[src/rtl/dp_inst_buffer_pkg.sv]
// Shared types and default sizing for the dispatch instruction buffer.
package dp_inst_buffer_pkg;

   localparam int unsigned DPBUF_WIDTH = 3;
   localparam int unsigned DPBUF_DEPTH = 8;

   // IF/ID pipeline register payload; valid marks a live fetch slot
   typedef struct packed {
      logic        valid;
      logic [31:0] inst;
      logic [31:0] npc;
      logic [31:0] pc;
   } if_id_packet_t;

endpackage

[src/rtl/dp_inst_buffer_if.sv]
// Fetch-side and dispatch-side bundle of the instruction buffer.
interface dp_inst_buffer_if
   import dp_inst_buffer_pkg::*;
#(
   parameter int unsigned WIDTH = DPBUF_WIDTH,
   parameter int unsigned DEPTH = DPBUF_DEPTH
);
   localparam int unsigned CNT_W = $clog2(DEPTH + 1);
   localparam int unsigned LIM_W = $clog2(WIDTH + 1);

   logic                         squash;
   if_id_packet_t [WIDTH-1:0]    in_packet;
   logic                         in_stall;
   logic [LIM_W-1:0]             dp_limit;
   if_id_packet_t [WIDTH-1:0]    out_packet;
   logic [WIDTH-1:0]             out_valid;
   logic [CNT_W-1:0]             count;

   modport master (
      output squash, in_packet, dp_limit,
      input  in_stall, out_packet, out_valid, count
   );

   modport slave (
      input  squash, in_packet, dp_limit,
      output in_stall, out_packet, out_valid, count
   );

endinterface

[src/rtl/dp_compact.sv]
// Maps sparse valid slots to dense output positions, ascending slot order.
module dp_compact #(
   parameter  int unsigned WIDTH = 3,
   localparam int unsigned IDX_W = (WIDTH > 1) ? $clog2(WIDTH) : 1,
   localparam int unsigned LIM_W = $clog2(WIDTH + 1)
) (
   input  logic [WIDTH-1:0]            valid,
   output logic [WIDTH-1:0][IDX_W-1:0] src_idx,
   output logic [LIM_W-1:0]            cnt
);

   always_comb begin
      src_idx = '0;
      cnt     = '0;
      for (int j = 0; j < WIDTH; j++) begin
         if (valid[j]) begin
            src_idx[cnt] = IDX_W'(j);
            cnt          = cnt + LIM_W'(1);
         end
      end
   end

endmodule

[src/rtl/dp_inst_buffer.sv]
// In-order N-wide instruction queue between IF/ID and dispatch, credit-limited show-ahead pop.
// Define DPBUF_BYPASS_EN to forward incoming slots straight to the output when empty.
module dp_inst_buffer
   import dp_inst_buffer_pkg::*;
#(
   parameter int unsigned WIDTH = DPBUF_WIDTH,
   parameter int unsigned DEPTH = DPBUF_DEPTH
) (
   input  logic             clock,
   input  logic             reset,
   dp_inst_buffer_if.slave  bus
);

   localparam int unsigned CNT_W = $clog2(DEPTH + 1);
   localparam int unsigned LIM_W = $clog2(WIDTH + 1);
   localparam int unsigned PTR_W = $clog2(DEPTH);
   localparam int unsigned IDX_W = (WIDTH > 1) ? $clog2(WIDTH) : 1;

   if_id_packet_t               mem [DEPTH];
   logic [PTR_W-1:0]            head;
   logic [PTR_W-1:0]            tail;
   logic [CNT_W-1:0]            cnt_q;

   logic [WIDTH-1:0]            in_valid;
   logic [WIDTH-1:0][IDX_W-1:0] src_idx;
   logic [LIM_W-1:0]            push_cnt;
   logic [LIM_W-1:0]            lim;
   logic [LIM_W-1:0]            n_out;
   logic [LIM_W-1:0]            skip;
   logic [LIM_W-1:0]            wr_n;
   logic [LIM_W-1:0]            pop_n;
   logic                        stall;
   logic                        push_en;
`ifdef DPBUF_BYPASS_EN
   logic                        byp_act;
`endif

   always_comb begin
      for (int i = 0; i < WIDTH; i++) begin
         in_valid[i] = bus.in_packet[i].valid;
      end
   end

   dp_compact #(.WIDTH(WIDTH)) u_compact (
      .valid   (in_valid),
      .src_idx (src_idx),
      .cnt     (push_cnt)
   );

   // Push/pop accounting; free space is judged on start-of-cycle occupancy
   always_comb begin
      stall   = (CNT_W'(DEPTH) - cnt_q) < CNT_W'(WIDTH);
      push_en = !stall && !bus.squash;
      lim     = (bus.dp_limit > LIM_W'(WIDTH)) ? LIM_W'(WIDTH) : bus.dp_limit;
      n_out   = (cnt_q < CNT_W'(lim)) ? LIM_W'(cnt_q) : lim;
      skip    = '0;
      pop_n   = bus.squash ? '0 : n_out;
`ifdef DPBUF_BYPASS_EN
      byp_act = (cnt_q == '0) && !bus.squash;
      if (byp_act) begin
         n_out = (push_cnt < lim) ? push_cnt : lim;
         skip  = n_out;
         pop_n = '0;
      end
`endif
      wr_n    = push_en ? (push_cnt - skip) : '0;
   end

   // Show-ahead output; squash hides everything for the cycle
   always_comb begin
      for (int i = 0; i < WIDTH; i++) begin
         bus.out_packet[i] = mem[head + PTR_W'(i)];
         bus.out_valid[i]  = !bus.squash && (LIM_W'(i) < n_out);
`ifdef DPBUF_BYPASS_EN
         if (byp_act) begin
            bus.out_packet[i] = bus.in_packet[src_idx[i]];
         end
`endif
      end
      bus.in_stall = stall;
      bus.count    = cnt_q;
   end

   always_ff @(posedge clock or posedge reset) begin
      if (reset) begin
         head  <= '0;
         tail  <= '0;
         cnt_q <= '0;
      end else if (bus.squash) begin
         head  <= '0;
         tail  <= '0;
         cnt_q <= '0;
      end else begin
         head  <= head + PTR_W'(pop_n);
         tail  <= tail + PTR_W'(wr_n);
         cnt_q <= cnt_q + CNT_W'(wr_n) - CNT_W'(pop_n);
      end
   end

   // Entry storage is left unreset; out_valid masks anything stale
   always_ff @(posedge clock) begin
      if (push_en) begin
         for (int k = 0; k < WIDTH; k++) begin
            if ((LIM_W'(k) >= skip) && (LIM_W'(k) < push_cnt)) begin
               mem[tail + PTR_W'(LIM_W'(k) - skip)] <= bus.in_packet[src_idx[k]];
            end
         end
      end
   end

endmodule
[src/flat_wrapper.sv]
// flat-port wrapper written by rule: the top's interface ports become plain ports
module dp_inst_buffer_flat import dp_inst_buffer_pkg::*;
#(
   parameter int unsigned WIDTH = DPBUF_WIDTH,
   parameter int unsigned DEPTH = DPBUF_DEPTH
)
  (clock, reset, bus_squash, bus_in_packet, bus_dp_limit, bus_in_stall, bus_out_packet, bus_out_valid, bus_count);
  dp_inst_buffer_if #(.WIDTH(WIDTH), .DEPTH(DEPTH)) bus_i ();
  input  logic clock;
  input  logic reset;
  input wire logic [$bits(bus_i.squash)-1:0] bus_squash;
  input wire logic [$bits(bus_i.in_packet)-1:0] bus_in_packet;
  input wire logic [$bits(bus_i.dp_limit)-1:0] bus_dp_limit;
  output wire logic [$bits(bus_i.in_stall)-1:0] bus_in_stall;
  output wire logic [$bits(bus_i.out_packet)-1:0] bus_out_packet;
  output wire logic [$bits(bus_i.out_valid)-1:0] bus_out_valid;
  output wire logic [$bits(bus_i.count)-1:0] bus_count;
  assign bus_i.squash = bus_squash;
  assign bus_i.in_packet = bus_in_packet;
  assign bus_i.dp_limit = bus_dp_limit;
  assign bus_in_stall = bus_i.in_stall;
  assign bus_out_packet = bus_i.out_packet;
  assign bus_out_valid = bus_i.out_valid;
  assign bus_count = bus_i.count;
  dp_inst_buffer #(.WIDTH(WIDTH), .DEPTH(DEPTH)) u_core (.clock(clock), .reset(reset), .bus(bus_i));
endmodule
[config.mk]
export PLATFORM = sky130hd
export DESIGN_NAME = dp_inst_buffer_flat
export DESIGN_NICKNAME = d
export VERILOG_FILES = /design/src/rtl/dp_inst_buffer_pkg.sv /design/src/rtl/dp_inst_buffer_if.sv /design/src/rtl/dp_compact.sv /design/src/rtl/dp_inst_buffer.sv /design/src/flat_wrapper.sv
export SDC_FILE = /design/constraint.sdc
export NUM_CORES = 2
export LEC_CHECK = 0
export CAP_MARGIN = 15
export CELL_PAD_IN_SITES_DETAIL_PLACEMENT = 1
export CELL_PAD_IN_SITES_GLOBAL_PLACEMENT = 1
export CORE_MARGIN = 2
export CORE_UTILIZATION = 35
export DETAILED_ROUTE_END_ITERATION = 10
export GPL_TIMING_DRIVEN = 1
export PLACE_DENSITY = 0.73
export SLEW_MARGIN = 20
export SYNTH_ARGS = -nofsm -noshare
export SYNTH_HDL_FRONTEND = slang
export SYNTH_SLANG_ARGS = --single-unit
export TNS_END_PERCENT = 20
[constraint.sdc]
create_clock -name clock -period 23.3 [get_ports clock]
set_input_delay 3.495 -clock clock [delete_from_list [all_inputs] [get_ports clock]]
set_output_delay 3.495 -clock clock [all_outputs]
set_load 0.01 [all_outputs]
; ---- After elaboration in Yosys (flattened, before gate mapping)
; Memories as Yosys holds them, arrays and structs flattened.
; Index checks and enable logic that the tools add are counted.
[totals]
mem_bits_ro = 0
latch_bits = 0
regBits = 10
n_memories = 1
mem_bits_rw = 776
[classes]
mux = 31
n_shift = 0
order_cmp = 16
bitwise_logic = 3
n_div = 0
add_sub_neg = 11
eq_ne = 0
multipliers = 0
n_reduce_logical = 8
[memory_table]
columns = name, depth, width, rd, rd_ports_with_merged_regs, write_ports, line_no
row1 = u_core.mem, 8, 97, 3, 0, 3, dp_inst_buffer.sv:19  ; if_id_packet_t mem [DEPTH];
[ops]
columns = cell, count
row1 = 97-bit binary-select mux with 2-bit select, 3
row2 = 97-bit two-way mux, 3
row3 = 2-bit two-way mux, 8
row4 = "2-bit by 3-bit less-than comparator with 1-bit output, second input constant", 4
row5 = 1-bit two-way mux, 10
row6 = 2-bit demux with 2-bit select, 2
row7 = "1-bit by 2-bit less-than comparator with 1-bit output, first input constant", 4
row8 = "3-bit by 1-bit adder with 3-bit output, second input constant", 2
row9 = 3-bit by 2-bit adder with 3-bit output, 2
row10 = "3-bit by 2-bit adder with 3-bit output, second input constant", 2
row11 = 1-bit logical AND, 6
row12 = 3-bit two-way mux, 2
row13 = 6-bit two-way mux, 1
row14 = 5-bit two-way mux, 1
row15 = "2-bit by 1-bit adder with 2-bit output, second input constant", 2
row16 = 4-bit by 2-bit adder with 4-bit output, 1
row17 = "2-bit by 1-bit >= comparator with 1-bit output, second input constant", 2
row18 = "2-bit less-than comparator, first input constant", 2
row19 = 4-bit by 2-bit less-than comparator with 1-bit output, 1
row20 = "4-bit by 2-bit less-than comparator with 1-bit output, second input constant", 1
row21 = 4-bit two-way mux, 1
row22 = 4-bit by 2-bit subtractor with 4-bit output, 1
row23 = "4-bit subtractor, first input constant", 1
row24 = 3-bit AND, 1
row25 = 5 further kinds, 6

; ---- Logic depth before layout (Yosys ltp)
[depth]
ltp_word = 12
depth_mapped = 13
ltp_nobuf = 13

; ---- By module
; A second synthesis with hierarchy kept.
[hier_totals]
hier_cells = 5204
hier_area_um2 = 61021.0
[by_module_without_submodules]
columns = module, cells_per_inst, area_each_um2, n_inst
row1 = dp_inst_buffer, 5191, 60910.9, 1
row2 = dp_compact, 13, 110.1, 1

; ---- Least setup slack after synthesis
; Ideal clock, no wire load.
[synth_timing]
path_type = in2reg
startpoint = input bus_in_packet[96]
endpoint = memory u_core.mem[4][0] (netlist bit), enable pin
path_stages = 6
path_slack_ps = 6837
path_buffers = 1
arrival_time_ps = 15579
cell_sequence = inv_1 ha_1 a21oi_2 buf_2 o211ai_1 o311ai_0
[synth_lines]
columns = element, line_no
row1 = from (decl), flat_wrapper.sv:12  ; input wire logic [$bits(bus_i.in_packet)-1:0] bus_in_packet;
row2 = to (decl), dp_inst_buffer.sv:19

; ---- Final worst setup path
[layout_timing]
startpoint = input bus_dp_limit[1]
endpoint = output bus_out_valid[1]
[layout_via]
elab_chain_cells = 6
[layout_rtl]
columns = element, line_no
row1 = from (decl), flat_wrapper.sv:13  ; input wire logic [$bits(bus_i.dp_limit)-1:0] bus_dp_limit;
row2 = 2-bit > comparator, dp_inst_buffer.sv:54  ; lim = (bus.dp_limit > LIM_W'(WIDTH)) ? LIM_W'(WIDTH) : bus.dp_limit;
row3 = 2-bit two-way mux *, dp_inst_buffer.sv:54
row4 = 4-bit by 2-bit less-than comparator with 1-bit output, dp_inst_buffer.sv:55  ; n_out = (cnt_q < CNT_W'(lim)) ? LIM_W'(cnt_q) : lim;
row5 = 2-bit two-way mux *, dp_inst_buffer.sv:55
row6 = 1-bit by 2-bit less-than comparator with 1-bit output *, dp_inst_buffer.sv:73  ; bus.out_valid[i] = !bus.squash && (LIM_W'(i) < n_out);
row7 = 1-bit logical AND *, dp_inst_buffer.sv:73
row8 = to (decl), flat_wrapper.sv:16  ; output wire logic [$bits(bus_i.out_valid)-1:0] bus_out_valid;
; Mark *: on every way between the ends. The rest lies on a longest branch, timed or not.

==> metrics <==
# IOs=just under 600; hold path depth=2; unrepaired setup endpoints after global routing=no; Die Span Y=419.4 um; PD cells=109.4 mW/mm2; sequential fraction of design power=0.252; count leader, synth=mux2i_1; RR Startpoint=u_core.tail[0]$_DFF_PP0_; Hold Path Class=register to register; Post-CTS Resized=0; VDD IR max=about 0.098 mV; CTS H-Tree Depth=3; vias in the first global route=between 40000 and 50000; TNS Setup=0 ns; first-pass GRT wire length=between 300 and 400 mm; Post-Layout Cell Count=roughly 7600; P_int=4.746 mW; Worst Hold Path EP=u_core.tail[2]$_DFF_PP0_; CP max stage delay=approximately 0.7 ns; Worst Path Required=between 15 and 20 ns; initial antenna violation count=19; Critical Path, Cell by Cell=clkdlybuf4s50_1 -> inv_1 -> ha_1 -> a21oi_1 -> o21ai_0 -> mux2i_1 -> nor2_1 -> clkdlybuf4s50_1; area grow syn2layout=18.12%; most numerous cell on the critical path=clkdlybuf4s50_1; Startpoint Class=input port; CTS tree=yes; Port Buffers=594; power share of the clock group=0.206; Max Slew Vio Count=0; Distinct cells, synth=37; Worst-Margin Slew=around 1.2 ns; Avg Cell Area, Syn=12.45 um2; Net Switching=3.055 mW; Slew headroom=0.1834; Die ar.=~0.18 mm2; clock sink count=approximately 800; reg2reg end=u_core.mem[5][85]$_DFFE_PP_; final setup vio count=0; Synth warnings=0; Synth area leader=edfxtp_1; worst r2r path cells=8; Post-synth ARST share=0.01272; GRT overflow=0; fin crit share=0.4119; worst-path maximum fanout=3; Gate Count Post-Synth=~4800; Die Wd=between 400 and 500 um; post-synthesis sequential area ratio=0.3900; DR WL/cell=32.36 um; DRT iter0 DRCs=between 3000 and 4000; DP HPWL=roughly 140 mm; post-CTS setup buffer count=0; Residual DRC=0; P_leak=roughly 34 nW; TritonRoute pass-1 iters=6; share of the synthesized area in the top cell type=0.3859; row cnt=around 150; vias per cell=a little over 6; number of flops mapped to enable cells by yosys=slightly below 800; syn nets=slightly above 5000; CP top delay family=buffers and inverters; Final Instance Area=roughly 0.071 mm2; placed insts=7400; Worst-path clk slew=0.06 ns; worst skew pair latency=between 0.7 and 0.8 ns; Min Clock Period, post-route=around 9.6 ns; Setup crit end kind=output pin; sw frac=0.3916; kind of critical path=input port to output pin; Total GRT Usage=0.2715; #FFs+latches synth=slightly below 800; via count=about 46000; root buffer cell=clkbuf_16; cts bufs inserted=99; largest cells by area after synthesis=edfxtp_1 (39%), mux2i_1 (32%), mux4_2 (11%); Post-Syn Area=approximately 0.06 mm2; CP max stage cell=clkdlybuf4s50_1; CP arrival=between 6 and 7 ns; total power=slightly below 8 mW; Crit path buffers/inverters=3; hold path startpoint=u_core.tail[2]$_DFF_PP0_; initial core utilization=0.3520; post-route ant nets=0; status=finished clean; Post-synth top flop=edfxtp_1; Max Freq=about 0.10 GHz; Final #Nets=approximately 5500; max-cap violations=0; GPL Wtd Cong=~0.81; Hold-fix buffers, CTS=0; Logic pwr share=0.541; Synth top cells by count=mux2i_1 (1930), edfxtp_1 (776), nand2_1 (299); endpoints failing hold=0; Fin Clk Skew=0.03720 ns; Routed WL=around 250 mm; R2R setup slack=roughly 19 ns; Max Buffers Root-to-Sink=3; largest net degree at the start of global routing=around 190; layout cell share with drive strength beyond 1=0.1589; Post-Place Cell Area=just under 0.07 mm2; core area=roughly 0.17 mm2
-- logic make-up after synthesis --
kind of cell | after synthesis | share of synthesized area
mux | 2512 | 0.4827
flops | 786 | 0.3900
simple gates | 543 | 0.04013
compound gates | 513 | 0.04320
buf+inv | 467 | 0.03816
fa+ha+maj | 20 | 0.004641
xor+xnor | 8 | 0.001160
-- layout make-up --
class	count	area [um2]
sequential	786	23560
timing repair buffer	691	6827
fill	18000	100200
clock buffer	119	2595
clock inverter	63	684.4
tap	2310	2890
antenna	13	32.53
inverter	18	67.56
multi-input combinational	3596	34670
-- how the worst max path moves through the flow --
stage / startpoint / endpoint / slack (ns) / cells after the start
floorplan: bus_in_packet[96] / u_core.mem[4][0]$_DFFE_PP_ / 6.84 / 6
global placement: bus_dp_limit[1] / bus_out_valid[1] / 13.67 / 8
detailed placement: bus_dp_limit[1] / bus_out_valid[1] / 13.77 / 8
CTS: bus_dp_limit[1] / bus_out_valid[1] / 13.76 / 8
global route: bus_dp_limit[1] / bus_out_valid[1] / 13.65 / 8
finish: bus_dp_limit[1] / bus_out_valid[1] / 13.70 / 8
-- registers in the layout, indices dropped and copies added, names as in the netlist --
register and flops:
u_core.bus.count 4, u_core.tail 3, u_core.mem 776, u_core.head 3
-- power by group through the flow --
stage / sequential (mW) / clock, mW / combinational (mW)
6_report: 1.97 / 1.61 / 4.22
2_1_floorplan: 1.96 / 0 / 2.32
3_3_place_gp: 1.98 / 0 / 4.13
3_5_place_dp: 1.99 / 0 / 4.20
5_1_grt: 1.99 / 1.68 / 4.40
4_1_cts: 1.96 / 1.63 / 4.23
-- per-stage QoR --
stage               setup WS [ns]  hold WS, ns    util
floorplan                   6.837       0.5803       -
global placement            13.67       0.6638  0.3963
detailed placement          13.77       0.6810  0.3963
CTS                         13.76       0.6991  0.4154
global route                13.65       0.7342  0.4158
finish                      13.70       0.7021  0.4158
-- cell usage in the layout (no fill, tap or decap), types with 13 or more instances in the layout --
cell             instances
a21oi_1                 13
buf_4                   82
bufinv_16               14
clkbuf_1                18
clkbuf_16              101
clkdlybuf4s50_1        594
clkinv_1                26
clkinv_2                16
diode_2                 13
edfxtp_1               776
ha_1                    13
inv_1                   18
mux2_2                 291
mux2i_1               1930
mux4_2                 291
nand2_1                296
nand3_1                192
nor2_1                  20
o21ai_0                293
o21ai_1                193
-- tightest hold or removal path: stages, from the launching register on --
cell and delay [ns]:
dfrtp_1 0.46, xor2_1 0.11, nor2_1 0.09
-- per-layer routing --
layer,vias to the layer above,track usage,share of wire
met1,24380,0.3340,0.40
met4,10,0.1746,0.069
met2,1688,0.4526,0.48
met5,-,0,0.00027
li1,19700,-,-
met3,565,0.03034,0.050
No activity file was read; power rests on OpenSTA's default activity.
